### src/rtl/programmable_clock_divider_if.sv
// Control and status bundle for the programmable clock divider.
// The master side programs and enables the divider; the slave side is the divider itself.
interface programmable_clock_divider_if #(
  parameter int CNT_WIDTH = 16
);
  logic                 enable;
  logic                 div_load;
  logic [CNT_WIDTH-1:0] div_value;
  logic [CNT_WIDTH-1:0] high_value;
  logic                 clockOUT;
  logic                 tick;
  logic                 running;
  logic                 pending;
  logic                 load_done;
  logic                 load_err;
  logic [CNT_WIDTH-1:0] cur_div;

  modport master (
    output enable, div_load, div_value, high_value,
    input  clockOUT, tick, running, pending, load_done, load_err, cur_div
  );

  modport slave (
    input  enable, div_load, div_value, high_value,
    output clockOUT, tick, running, pending, load_done, load_err, cur_div
  );
endinterface

### src/rtl/programmable_clock_divider.sv
// Runtime-programmable clock divider with glitch-free start/stop, shadowed
// period/high-time programming applied only on period boundaries, and a per-period tick.
module programmable_clock_divider #(
  parameter int CNT_WIDTH   = 16,
  parameter int DEFAULT_DIV = 2
) (
  input logic                clockIN,
  input logic                resetN,
  programmable_clock_divider_if.slave bus
);

  typedef enum logic [1:0] {IDLE, RUN, STOPPING} stateT;

  localparam logic [CNT_WIDTH-1:0] ONE   = CNT_WIDTH'(1);
  localparam logic [CNT_WIDTH-1:0] TWO   = CNT_WIDTH'(2);
  localparam logic [CNT_WIDTH-1:0] DEF_P = CNT_WIDTH'(DEFAULT_DIV);
  localparam logic [CNT_WIDTH-1:0] DEF_H = CNT_WIDTH'(DEFAULT_DIV / 2);

  stateT                state;
  stateT                nextState;
  logic [CNT_WIDTH-1:0] count;
  logic [CNT_WIDTH-1:0] periodReg;
  logic [CNT_WIDTH-1:0] highReg;
  logic [CNT_WIDTH-1:0] shadowP;
  logic [CNT_WIDTH-1:0] shadowH;
  logic [CNT_WIDTH-1:0] hEff;
  logic                 pendingReg;
  logic                 clockReg;
  logic                 tickReg;
  logic                 loadDoneReg;
  logic                 loadErrReg;
  logic                 atLast;
  logic                 countEdge;
  logic                 wrap;
  logic                 loadLegal;
  logic                 applyNow;

  // The IDLE->RUN edge already counts, so clockOUT rises on the enabling edge.
  assign atLast    = (count == periodReg - ONE);
  assign countEdge = (state != IDLE) || bus.enable;
  assign wrap      = countEdge && atLast;
  assign loadLegal = bus.div_load && (bus.div_value >= TWO);
  assign applyNow  = pendingReg && (wrap || (state == IDLE));

  always_comb begin
    hEff = bus.high_value;
    if (bus.high_value == '0) begin
      hEff = bus.div_value >> 1;
    end else if (bus.high_value >= bus.div_value) begin
      hEff = bus.div_value - ONE;
    end
  end

  always_ff @(posedge clockIN) begin
    if (!resetN) begin
      state <= IDLE;
    end else begin
      state <= nextState;
    end
  end

  // Stopping always runs the current period to its wrap so no runt pulse escapes.
  always_comb begin
    nextState = state;
    case (state)
      IDLE: begin
        if (bus.enable) nextState = RUN;
      end
      RUN: begin
        if (!bus.enable) nextState = atLast ? IDLE : STOPPING;
      end
      STOPPING: begin
        if (bus.enable) nextState = RUN;
        else if (atLast) nextState = IDLE;
      end
      default: nextState = IDLE;
    endcase
  end

  always_ff @(posedge clockIN) begin
    if (!resetN) begin
      count       <= '0;
      periodReg   <= DEF_P;
      highReg     <= DEF_H;
      shadowP     <= '0;
      shadowH     <= '0;
      pendingReg  <= 1'b0;
      clockReg    <= 1'b0;
      tickReg     <= 1'b0;
      loadDoneReg <= 1'b0;
      loadErrReg  <= 1'b0;
    end else begin
      loadDoneReg <= applyNow;
      loadErrReg  <= bus.div_load && !loadLegal;
      if (countEdge) begin
        clockReg <= (count < highReg);
        tickReg  <= (count == '0);
        count    <= atLast ? '0 : count + ONE;
      end else begin
        clockReg <= 1'b0;
        tickReg  <= 1'b0;
        count    <= '0;
      end
      if (applyNow) begin
        periodReg <= shadowP;
        highReg   <= shadowH;
      end
      // A load landing on the apply edge refills the shadow and stays pending.
      if (loadLegal) begin
        shadowP    <= bus.div_value;
        shadowH    <= hEff;
        pendingReg <= 1'b1;
      end else if (applyNow) begin
        pendingReg <= 1'b0;
      end
    end
  end

  assign bus.clockOUT  = clockReg;
  assign bus.tick      = tickReg;
  assign bus.running   = (state != IDLE);
  assign bus.pending   = pendingReg;
  assign bus.load_done = loadDoneReg;
  assign bus.load_err  = loadErrReg;
  assign bus.cur_div   = periodReg;

endmodule

### src/flat_wrapper.sv
// flat-port wrapper written by rule: the top's interface ports become plain ports
module programmable_clock_divider_flat 
#(
  parameter int CNT_WIDTH   = 16,
  parameter int DEFAULT_DIV = 2
)
  (clockIN, resetN, bus_enable, bus_div_load, bus_div_value, bus_high_value, bus_clockOUT, bus_tick, bus_running, bus_pending, bus_load_done, bus_load_err, bus_cur_div);
  programmable_clock_divider_if #(.CNT_WIDTH(CNT_WIDTH)) bus_i ();
  input logic clockIN;
  input logic resetN;
  input wire logic [$bits(bus_i.enable)-1:0] bus_enable;
  input wire logic [$bits(bus_i.div_load)-1:0] bus_div_load;
  input wire logic [$bits(bus_i.div_value)-1:0] bus_div_value;
  input wire logic [$bits(bus_i.high_value)-1:0] bus_high_value;
  output wire logic [$bits(bus_i.clockOUT)-1:0] bus_clockOUT;
  output wire logic [$bits(bus_i.tick)-1:0] bus_tick;
  output wire logic [$bits(bus_i.running)-1:0] bus_running;
  output wire logic [$bits(bus_i.pending)-1:0] bus_pending;
  output wire logic [$bits(bus_i.load_done)-1:0] bus_load_done;
  output wire logic [$bits(bus_i.load_err)-1:0] bus_load_err;
  output wire logic [$bits(bus_i.cur_div)-1:0] bus_cur_div;
  assign bus_i.enable = bus_enable;
  assign bus_i.div_load = bus_div_load;
  assign bus_i.div_value = bus_div_value;
  assign bus_i.high_value = bus_high_value;
  assign bus_clockOUT = bus_i.clockOUT;
  assign bus_tick = bus_i.tick;
  assign bus_running = bus_i.running;
  assign bus_pending = bus_i.pending;
  assign bus_load_done = bus_i.load_done;
  assign bus_load_err = bus_i.load_err;
  assign bus_cur_div = bus_i.cur_div;
  programmable_clock_divider #(.CNT_WIDTH(CNT_WIDTH), .DEFAULT_DIV(DEFAULT_DIV)) u_core (.clockIN(clockIN), .resetN(resetN), .bus(bus_i));
endmodule
### config.mk
export PLATFORM = sky130hd
export DESIGN_NAME = programmable_clock_divider_flat
export DESIGN_NICKNAME = d
export VERILOG_FILES = /design/src/rtl/programmable_clock_divider_if.sv /design/src/rtl/programmable_clock_divider.sv /design/src/flat_wrapper.sv
export SDC_FILE = /design/constraint.sdc
export NUM_CORES = 1
export LEC_CHECK = 0
export BUFFER_PORTS_ARGS = -buffer_cell sky130_fd_sc_hd__buf_2
export CAP_MARGIN = 25
export CORE_MARGIN = 2
export CORE_UTILIZATION = 60
export CTS_BUF_LIST = sky130_fd_sc_hd__clkbuf_4
export DETAILED_ROUTE_END_ITERATION = 16
export PLACE_DENSITY = 0.81
export SLEW_MARGIN = 15
export SYNTH_ARGS = -nofsm -noshare
export SYNTH_HDL_FRONTEND = slang
export SYNTH_SLANG_ARGS = --single-unit
### constraint.sdc
create_clock -name clockIN -period 8.44 [get_ports clockIN]
set_clock_uncertainty 0.05 [all_clocks]
set_input_delay 1.266 -clock clockIN [delete_from_list [all_inputs] [get_ports clockIN]]
set_output_delay 1.266 -clock clockIN [all_outputs]
set_load 0.05 [all_outputs]
==> flow_metrics.tcl <==
set metrics [dict create \
    diodes 0 \
    cts_buffers 9 \
    cts-root-buf "clkbuf_4" \
    synth.top_cell.area_share_pct 33.3 \
    dieHeight_um 97.4 \
    setup_viol 0 \
    post_cts_resized 0 \
    first_global_vias 4434 \
    hold_viol 0 \
    grt_pass1_wl_um 21300 \
    core_area_um2 8590 \
    ir_drop_v 0.0000621 \
    syn_avg_cell_area_um2 8.22 \
    worstPathArrival_ns 3.86 \
    synth.net_count 709 \
    gr-usage-all-layers_pct 27.3 \
    finalCritPeriodShare_pct 42.3 \
    cts_buffer_depth 2 \
    power_leakage_nw 2.35 \
    clock-sinks 87 \
    critPathMaxFanout 12 \
    layout-drive-gt1-share_pct 13.3 \
    cp-end-kind "register" \
    postSynthCellCount 637 \
    synth-seq-area-share_pct 33.3 \
    ys_types 56 \
    synth-warning-count 0 \
    clk_latency_ns 0.43 \
    drc 0 \
    drtPass1Iterations 5 \
    start_util_pct 60.9 \
    ys_seq_elements 87 \
    die_w_um 97.4 \
    slew_viol_final 0 \
    hpwl_um 9640 \
    fin_ws_ns 4.87 \
    required_ns 8.73 \
    crit_path_start_kind "primary input" \
    cpMostUsedCell "o31ai_1" \
    routed_wl_um 12900 \
    die-area_um2 9490 \
    hp-class "reg2reg" \
    worstSetupPathType "in2reg" \
    vias 4737 \
    antenna_found_initial 0 \
    syn_area_um2 5230 \
    io_buffers 57 \
    post-route-util_pct 65.8 \
    fin_tns_setup_ns 0 \
    path_cells "buf_2 > inv_1 > ha_1 > nand2b_1 > a21o_1 > a2111oi_0 > o31ai_1 > a211oi_2 > buf_6 > nor3_1 > o31ai_1" \
    drt-wirelength-per-cell_um 16.4 \
    status "complete, no violations" \
    htreeDepth 3 \
    dp_slack_ns 4.43 \
    viasPerCell 6.02 \
    place_congestion 0.926 \
    synthFlopType "dfxtp_1" \
    rows 34 \
    slew_headroom_pct 41.8 \
    nNetsFinal 746 \
    max_stage_delay_ns 0.54 \
    placedCellCount 770 \
    post_cts_buffers 0 \
    synthTopCellsByArea "dfxtp_1 33%, ha_1 8.6%, nand2_1 7.8%" \
    clk_pin_slew_ns 0.14 \
    drtAntennaViolNets 0 \
    io_pins 58 \
    grt_max_degree 104 \
    cts_tree "built" \
    tightest_slew_ns 0.873 \
    min_period_ns 3.57 \
    drv_cap 0 \
    max_clock_freq_mhz 280 \
    rsz0062_at_grt "false" \
    power.density_nw_per_um2 146 \
    async_reset_ff_share_pct 0 \
    n_fill_cell 727 \
    hold_ws_ns 0.411 \
    yosys.area.top_type "dfxtp_1" \
    fin_cells 787 \
    syn2layout_area_growth_pct 7.96 \
    critPathSlowestCell "a2111oi_0" \
    drt_iter0_markers 232 \
    cts_hold_buf 0 \
    grt_overflow_total 0 \
    synth_edf_count 0 \
]
[cells in the final DEF (no fill, tap or decap), types with 3 or more instances in the layout]
cell type | Yosys | final
dfxtp_1 | 87 | 87
inv_1 | 39 | 39
xor2_1 | 19 | 19
nand3_1 | 25 | 25
clkbuf_4 | 0 | 10
buf_2 | 1 | 57
o31ai_1 | 4 | 4
a31oi_1 | 3 | 3
nand2b_1 | 3 | 3
nor4_1 | 13 | 13
a211oi_1 | 3 | 3
a221oi_1 | 11 | 11
a21o_1 | 8 | 8
a21oi_1 | 23 | 23
mux2i_1 | 32 | 32
buf_4 | 0 | 3
nor2_1 | 21 | 21
a21boi_0 | 17 | 17
clkinvlp_4 | 0 | 3
nand4_1 | 9 | 9
o21ai_0 | 22 | 22
nand2_1 | 109 | 109
nor3_1 | 33 | 33
nor2b_1 | 7 | 7
ha_1 | 36 | 36
or3_1 | 5 | 5
xnor2_1 | 23 | 23
o211ai_1 | 4 | 4
and3_1 | 8 | 8
[Yosys cell counts (2+ instances only)]
library cell,instances
a21oi_1,23
clkbuf_1,29
xnor2_1,23
mux2i_1,32
buf_1,3
a32o_1,2
and3_1,8
o2111ai_1,2
o211ai_1,4
nand3_1,25
nand2b_1,3
or3_1,5
nor2b_1,7
nor3b_1,2
a21o_1,8
a21boi_0,17
dfxtp_1,87
a211oi_2,2
nand2_1,109
a221oi_1,11
o31ai_1,4
a211o_1,2
a31oi_1,3
o41ai_1,2
or4_4,2
nor3_1,33
buf_12,3
nand4_1,9
nor4_1,13
xor2_1,19
or2_2,2
o21a_1,2
ha_1,36
inv_1,39
a211oi_1,3
and2_1,2
o21ai_0,22
nor2_1,21
[power breakdown]
group          total [W]  switching [W]  internal, W
sequential      0.000445      0.0000146     0.000430
clock           0.000209       0.000145    0.0000648
combinational   0.000174       0.000106    0.0000677
total           0.000828       0.000265     0.000562
[worst max-delay path: cells and delay by family]
kind,cells,cell delay (ns)
AO/OA/AOI/OAI,5,1.72
adder cells (fa/ha/maj),1,0.27
buffers and inverters,3,0.40
AND/OR/NAND/NOR,2,0.21
[flip-flops by register name, indices dropped and copies added, names as in the netlist]
register,count
u_core.bus.pending,1
u_core.highReg,16
u_core.bus.clockOUT,1
u_core.shadowP,16
u_core.bus.load_err,1
u_core.bus.tick,1
u_core.count,16
u_core.state,2
u_core.bus.cur_div,16
u_core.bus.load_done,1
u_core.shadowH,16
[layout make-up]
type	count	area, um2	area share [%]
repair buffers	62	347	6.13
multi-input cells	475	3160	55.9
clock inverters	6	45.0	0.797
clock buffers	10	75.1	1.33
well taps	108	135	2.39
flip-flops and latches	87	1740	30.8
inverters	39	146	2.59
[cell families after synthesis]
logic type      share of synthesized area [%]
fa+ha+maj                                8.61
simple gates                             22.8
xor+xnor                                 7.46
buf+inv                                  6.34
compound gates                           15.2
flops                                    33.3
mux                                      6.34
[metrics by stage]
stage,area (um2),power [W]
detailed placement,5500,0.000624
floorplan,5230,0.000580
global placement,5490,0.000618
finish,5650,0.000828
CTS,5620,0.000827
global route,5650,0.000870
[layer usage]
metal	global-route usage, %	wire length (um)	vias to the layer above
met4	12.9	548	0
met1	36.2	5740	2189
li1	-	-	2309
met3	4.46	792	41
met2	43.6	5810	198
met5	0	0	-
[worst paths after layout]
kind | to | start | cells past startpoint | slack, ns
worst min register to register | u_core.bus.cur_div[10] | u_core.shadowP[10] | 2 | 0.41
worst min-delay path | u_core.bus.cur_div[10] | u_core.shadowP[10] | 2 | 0.41
worst max-delay path | u_core.shadowH[0] | bus_high_value[0] | 11 | 4.87
worst max register to register | u_core.highReg[5] | u_core.bus.cur_div[0] | 10 | 5.27
Note: power is estimated with default switching activity, not from simulation.
